`config.mk`:
```
export PLATFORM = sky130hd
export DESIGN_NAME = latch_writer
export DESIGN_NICKNAME = d
export VERILOG_FILES = /design/src/rtl/latch_writer.sv
export SDC_FILE = /design/constraint.sdc
export NUM_CORES = 1
export LEC_CHECK = 0
export CELL_PAD_IN_SITES_DETAIL_PLACEMENT = 1
export CELL_PAD_IN_SITES_GLOBAL_PLACEMENT = 2
export CORE_ASPECT_RATIO = 1.2
export CORE_UTILIZATION = 28
export CTS_CLUSTER_DIAMETER = 200
export CTS_CLUSTER_SIZE = 12
export DETAILED_ROUTE_END_ITERATION = 10
export PLACE_DENSITY = 0.82
export SLEW_MARGIN = 25
export SYNTH_ARGS = -nofsm -noshare
export SYNTH_HDL_FRONTEND = slang
export SYNTH_SLANG_ARGS = --single-unit
```
`constraint.sdc`:
```
create_clock -name clk_i -period 1.97 [get_ports clk_i]
set_clock_uncertainty 0.2 [all_clocks]
set_input_delay 0.394 -clock clk_i [delete_from_list [all_inputs] [get_ports clk_i]]
set_output_delay 0.394 -clock clk_i [all_outputs]
set_load 0.03 [all_outputs]
```
`src/rtl/latch_writer.sv`:
```
// latch_writer: drives a shared data bus and one gate per downstream transparent
// latch. Each write is a setup / gate-open / hold sequence with programmable
// cycle counts. Every output comes straight from a flop so the gates cannot glitch.
module latch_writer #(
    parameter int DATA_W    = 8,
    parameter int NUM_LATCH = 4,
    parameter int AW        = 3,
    parameter int SETUP_CYC = 1,
    parameter int GATE_CYC  = 2,
    parameter int HOLD_CYC  = 1
) (
    input  logic                 clk_i,
    input  logic                 rst_i,
    input  logic                 req_valid_i,
    output logic                 req_ready_o,
    input  logic [AW-1:0]        req_addr_i,
    input  logic [DATA_W-1:0]    req_data_i,
    output logic [DATA_W-1:0]    d_o,
    output logic [NUM_LATCH-1:0] gate_o,
    output logic                 busy_o,
    output logic                 done_o,
    output logic                 err_o
);

    // Stop elaboration on timing or latch-count settings the sequencer cannot honour.
    if (SETUP_CYC < 1 || GATE_CYC < 1 || HOLD_CYC < 1) begin : g_bad_cycles
        $error("latch_writer: SETUP_CYC, GATE_CYC and HOLD_CYC must all be >= 1");
    end
    if (NUM_LATCH > (1 << AW)) begin : g_bad_latch_count
        $error("latch_writer: NUM_LATCH does not fit in AW address bits");
    end

    localparam logic [1:0] IDLE  = 2'd0;
    localparam logic [1:0] SETUP = 2'd1;
    localparam logic [1:0] GATE  = 2'd2;
    localparam logic [1:0] HOLD  = 2'd3;

    // One shared phase counter. It counts 0 .. len-1 inside a phase and restarts
    // at each phase change, so it never needs to hold more than MAX_CYC-1.
    localparam int MAX_SG  = (SETUP_CYC > GATE_CYC) ? SETUP_CYC : GATE_CYC;
    localparam int MAX_CYC = (MAX_SG > HOLD_CYC) ? MAX_SG : HOLD_CYC;
    localparam int CNT_W   = (MAX_CYC > 1) ? $clog2(MAX_CYC) : 1;

    localparam logic [CNT_W-1:0] SETUP_LAST = CNT_W'(SETUP_CYC - 1);
    localparam logic [CNT_W-1:0] GATE_LAST  = CNT_W'(GATE_CYC - 1);
    localparam logic [CNT_W-1:0] HOLD_LAST  = CNT_W'(HOLD_CYC - 1);

    // One bit wider than the address, so that NUM_LATCH == 2**AW still compares correctly.
    localparam logic [AW:0] ADDR_LIMIT = (AW + 1)'(NUM_LATCH);

    logic [1:0]       state_q, state_d;
    logic [CNT_W-1:0] cnt_q, cnt_d;
    logic [AW-1:0]    addr_q;
    logic             accept_ok, accept_bad, done_d;
    logic             addr_in_range;

    assign addr_in_range = ({1'b0, req_addr_i} < ADDR_LIMIT);

    // Next-state and phase-counter logic for the setup / gate / hold sequence.
    always_comb begin
        // NOTE: every signal written here gets a default first, so no path can leave one unassigned and infer a latch.
        state_d    = state_q;
        cnt_d      = cnt_q;
        accept_ok  = 1'b0;
        accept_bad = 1'b0;
        done_d     = 1'b0;
        case (state_q)
            IDLE: begin
                if (req_valid_i) begin
                    if (addr_in_range) begin
                        accept_ok = 1'b1;
                        state_d   = SETUP;
                        cnt_d     = '0;
                    end else begin
                        accept_bad = 1'b1;
                    end
                end
            end
            SETUP: begin
                if (cnt_q == SETUP_LAST) begin
                    state_d = GATE;
                    cnt_d   = '0;
                end else begin
                    cnt_d = cnt_q + 1'b1;
                end
            end
            GATE: begin
                if (cnt_q == GATE_LAST) begin
                    state_d = HOLD;
                    cnt_d   = '0;
                end else begin
                    cnt_d = cnt_q + 1'b1;
                end
            end
            HOLD: begin
                if (cnt_q == HOLD_LAST) begin
                    state_d = IDLE;
                    cnt_d   = '0;
                    done_d  = 1'b1;
                end else begin
                    cnt_d = cnt_q + 1'b1;
                end
            end
            default: begin
                state_d = IDLE;
                cnt_d   = '0;
            end
        endcase
    end

    // State, captured request and every output are registered. The outputs are
    // computed from the next state, so they line up with the state they describe.
    always_ff @(posedge clk_i or posedge rst_i) begin
        if (rst_i) begin
            state_q     <= IDLE;
            cnt_q       <= '0;
            addr_q      <= '0;
            d_o         <= '0;
            gate_o      <= '0;
            busy_o      <= 1'b0;
            req_ready_o <= 1'b1;
            done_o      <= 1'b0;
            err_o       <= 1'b0;
        end else begin
            // NOTE: non-blocking assignments here, so every flop samples the pre-edge values regardless of statement order.
            state_q <= state_d;
            cnt_q   <= cnt_d;
            if (accept_ok) begin
                addr_q <= req_addr_i;
                d_o    <= req_data_i;
            end
            // The address was captured at least one SETUP cycle earlier, so addr_q is stable here.
            gate_o      <= (state_d == GATE) ? (NUM_LATCH'(1) << addr_q) : '0;
            busy_o      <= (state_d != IDLE);
            req_ready_o <= (state_d == IDLE);
            done_o      <= done_d;
            err_o       <= accept_bad;
        end
    end

endmodule

```
Word level (Yosys, flattened, before mapping)
Index checks and enable logic that the tools add are counted.
{"block": "classes", "n_addsub": 1, "n_lt_le_gt_ge": 1, "n_reduce_logical": 5, "n_mux": 20, "n_shift": 1, "n_eq_ne": 6}
{"op": "$mux 1", "n": 12}
{"op": "$mux 2", "n": 5}
{"op": "$pmux 2 s4", "n": 1}
{"op": "$eq 2x2->1 const B", "n": 3}
{"op": "$logic_not 2->1", "n": 2}
{"op": "$mux 4", "n": 1}
{"op": "$ne 2x2->1 const B", "n": 2}
{"op": "$shl 1x3->4 const A", "n": 1}
{"op": "$lt 3x3->1 const B", "n": 1}
{"op": "$pmux 1 s3", "n": 1}
{"op": "$eq 2x1->1 const B", "n": 1}
{"op": "$reduce_and 2->1", "n": 1}
{"op": "$reduce_bool 2->1", "n": 1}
{"op": "$reduce_or 2->1", "n": 1}
{"op": "$add 1x1->1 const B", "n": 1}
{"block": "word_totals", "register_bits": 22, "elab_cells": 43}

Logic depth before layout (Yosys ltp)
{"block": "logic_depth", "word_depth": 6, "depth_mapped": 4, "mapped_depth_nobuf": 3}

Worst setup path after synthesis
OpenSTA, ideal clock, no wires.
{"block": "synth_path", "kind": "input to register", "from": "input req_addr_i[2]", "to": "register addr_q[0]", "t_arrival_ns": 1.240, "n_path_buf": 1, "path_slack_ns": 0.405, "t_required_ns": 1.645, "setup_ns": 0.125, "cell_stages": 4, "cell_sequence": "nand2b_1 > nor3_4 > buf_6 > mux2_2"}
{"block": "synth_between", "elab_chain_len": 4}
{"element": "start: declaration", "line": "16", "text": "input logic [AW-1:0] req_addr_i,"}
{"element": "$lt 3x3->1", "line": "57", "text": "assign addr_in_range = ({1'b0, req_addr_i} < ADDR_LIMIT);"}
{"element": "$mux 1", "line": "70", "text": "if (addr_in_range) begin"}
{"element": "$mux 1", "line": "69", "text": "if (req_valid_i) begin"}
{"element": "$mux 1", "line": "67", "text": "case (state_q)"}
{"element": "end signal: assignment", "line": "129", "text": "addr_q <= req_addr_i;"}
{"element": "end: declaration", "line": "53", "text": "logic [AW-1:0] addr_q;"}
No other way between the ends.
A chain may end at the register's enable or synchronous reset.

Worst setup path in the final report
{"block": "layout_path", "from": "register gate_o[3]", "to": "output gate_o[3]"}
{"element": "start: declaration", "line": "19", "text": "output logic [NUM_LATCH-1:0] gate_o,"}
{"element": "start signal: assignment", "line": "133", "text": "gate_o <= (state_d == GATE) ? (NUM_LATCH'(1) << addr_q) : '0;"}
No word-level cell between the ends.

==> reports/results.md <==
| Parameter | Reported | Unit |
|---|---|---|
| Total instance count after detailed placement | 122 | - |
| Initial antenna violation count | 0 | - |
| Count of maximum capacitance violations | 0 | - |
| Number of distinct standard cells referenced by the synthesized netlist | 21 | - |
| Setup Slack @ Placement | -0.0227 | ns |
| Total Routing Usage GR | 0.103 | - |
| Layout cell share with drive strength beyond 1 | 0.228 | - |
| Comb pwr share | 0.473 | - |
| Wire length per cell after detailed routing | 12.2 | um |
| Clock slew seen by the registers of the worst setup and hold paths | 0.12 | ns |
| Core region area | 0.00281 | sq mm |
| Die span in x | 52.0 | um |
| Clk network pwr share | 0.125 | - |
| Total power draw | 1.95 | mW |
| CTS Buf Count | 3 | - |
| VDD IR-drop max | 0.661 | mV |
| Clock sink count | 22 | - |
| Number of hold buffers added after cts | 0 | - |
| Most frequent cells in the layout | dfrtp_1, clkdlybuf4s50_1, mux2_2, dlymetal6s2s_1, nand2b_1 | - |
| Mean post-synth cell area | 14.5 | sq um |
| Boundary Pins | 30 | - |
| Synth-to-Final Area Change | 48.7 | % |
| Minimum clock period | 1.90 | ns |
| Total Negative Setup Slacks | 0 | ns |
| Clock latency on the worst-skew pair | 0.30 | ns |
| WP buf/inv | 1 | - |
| Y dimension of the die | 62.0 | um |
| Last weighted congestion value of the routability-driven placer | 0.728 | - |
| Cell Int Power | 1.19 | mW |
| Final setup slack of the worst path | 0.0663 | ns |
| Maximum number of pins on one net before global-route repair | 23 | - |
| Reported leakage power | 0.634 | nW |
| Clock Tree Root | clkbuf_4 | - |
| Placement row count | 21 | - |
| Wire length of the first global-routing pass | 2.38 | mm |
| N_diodes | 0 | - |
| Post-cts resize count | 1 | - |
| Via count of the first global-routing pass | 582 | - |
| Post-Syn Instances | 58 | - |
| Critical path fanouts, max | 1 | - |
| Psw | 760 | uW |
| Count of endpoints failing setup in the final report | 0 | - |
| Cell accounting for the most synthesized area | dfrtp_1 | - |
| Total via count in the routed design | 570 | - |
| First-iteration detailed-routing DRC count | 5 | - |
| DRC Markers | 0 | - |
| Half-perimeter wire length after detailed placement | 1.14 | mm |
| Max-slew violation count | 0 | - |
| Worst hold path type | input pin to async pin | - |
| Portion of synthesized cell area occupied by the leading cell type | 0.625 | - |
| Worst EP arrival | 1.31 | ns |
| Proportion of synthesized chip area in sequential cells | 0.656 | - |
| Sequential share of power | 0.402 | - |
| Critical path, cell by cell | clkdlybuf4s50_1 | - |
| Most frequent standard cell in the layout excluding fill and tap cells | dfrtp_1 | - |
| Setup crit start kind | register | - |
| Port-buffer cells | 29 | - |
| Non-filler instance count after layout | 126 | - |
| Transition time of the tightest slew-check pin | 0.336 | ns |
| Number of buffers between clock root and the deepest sink | 2 | - |
| Switching portion of total power | 0.389 | - |
| Final hold slack | 0.215 | ns |
| Critical path's largest stage delay | 0.66 | ns |
| Type of the worst setup path | register to primary output | - |
| Synth top area cells | dfrtp_1, mux2_2, dfstp_2, nand2b_1, nor3b_2 | - |
| DR pass1 iterations | 4 | - |
| Unrepaired setup endpoints after global routing | false | - |
| Run status | finished clean | - |
| Power density cells | 1560 | mW/mm^2 |
| Initial core utilization | 0.299 | - |
| Number of synthesized register bits | 22 | - |
| Slowest cell on the critical path | clkdlybuf4s50_1 | - |
| Full die area | 0.00323 | sq mm |
| Count of warnings emitted by yosys | 0 | - |
| Worst slew margin | 0.776 | - |
| DR vias/cell | 4.52 | - |
| Setup Buffers After CTS | 0 | - |
| Crit path required time | 1.38 | ns |
| Final hold violation count | 0 | - |
| Critical Path End Type | primary output | - |
| Share of the cycle needed by the critical path after routing | 0.966 | - |
| Post-synth net total | 72 | - |
| Max H-tree Level | 1 | - |
| Remaining antenna violation count after routing | 0 | - |
| CP top delay family | buffers and inverters | - |
| Clock tree from TritonCTS | yes | - |
| Aggregate routed wire length | 1.54 | mm |
| Fin nets | 107 | - |
| Post-synth design cell area | 841 | sq um |
| Overflow left after global routing | 0 | - |
| Slack of the worst reg-to-reg path | 0.44 | ns |
| Max Freq | 525 | MHz |
[final timing paths]
check,endpoint,cells past startpoint,startpoint
worst max-delay path,gate_o[3],1,gate_o[3]
worst min-delay path,d_o[4],3,rst_i
worst max register to register,d_o[3],3,state_q[1]
worst min register to register,gate_o[2],1,addr_q[0]
max in group asynchronous,req_ready_o,3,rst_i
min in group clk_i,gate_o[2],1,addr_q[0]
[routing by layer]
layer	track usage	vias up	part of all wire
met3	0.0243	2	0.058
li1	-	261	-
met1	0.109	289	0.35
met5	0	-	0
met4	0.0695	0	0.0078
met2	0.183	18	0.59
[through the flow]
stage | util | cell area (sq um)
after floorplan | - | 841
after global placement | 0.424 | 1190
after detailed placement | 0.424 | 1190
after CTS | 0.437 | 1230
after global routing | 0.445 | 1250
final | 0.445 | 1250
[cells by family (layout without fill, tap and decap cells)]
logic type | after synthesis | count (layout) | synth area share
and+or+nand+nor | 16 | 16 | 0.134
muxes | 10 | 10 | 0.134
xor gates and xnor gates | 2 | 2 | 0.0208
buffers and inverters | 4 | 38 | 0.0283
AOI/OAI and AO/OA | 4 | 4 | 0.0268
DFF | 22 | 22 | 0.656
[power groups by stage]
stage	combinational [mW]	sequential [mW]	clock [mW]
after detailed placement	0.955	0.803	0
after floorplan	0.315	1.05	0
final	0.923	0.784	0.244
after CTS	0.952	0.792	0.256
after global placement	0.939	0.794	0
after global routing	0.983	0.816	0.268
[synthesized netlist by cell type]
master and n:
buf_6 1, nand2b_1 4, nor2b_1 1, xnor2_1 1, nand2_1 1, mux2_2 10
nor2_1 3, a21o_1 1, xor2_1 1, nand3_1 1, nor3_1 1, nor3b_2 2
o21ai_0 1, a21oi_1 2, dfrtp_1 21, and4_1 1, buf_2 1, nor3_4 1
inv_1 2, and3_1 1, dfstp_2 1
[state kept, by name, indices dropped and copies added (netlist names)]
signal / flops
d_o: 8
gate_o: 4
addr_q: 3
state_q: 2
busy_o: 1
cnt_q: 1
done_o: 1
err_o: 1
req_ready_o: 1
[area by class of cell]
class,instances,area [sq um]
clock buffer,4,36.3
fill,295,1560
inverter,2,7.51
multi-input combinational,32,265
sequential,22,552
tap,34,42.5
timing repair buffer,32,347
(Power assumes the default switching activity.)
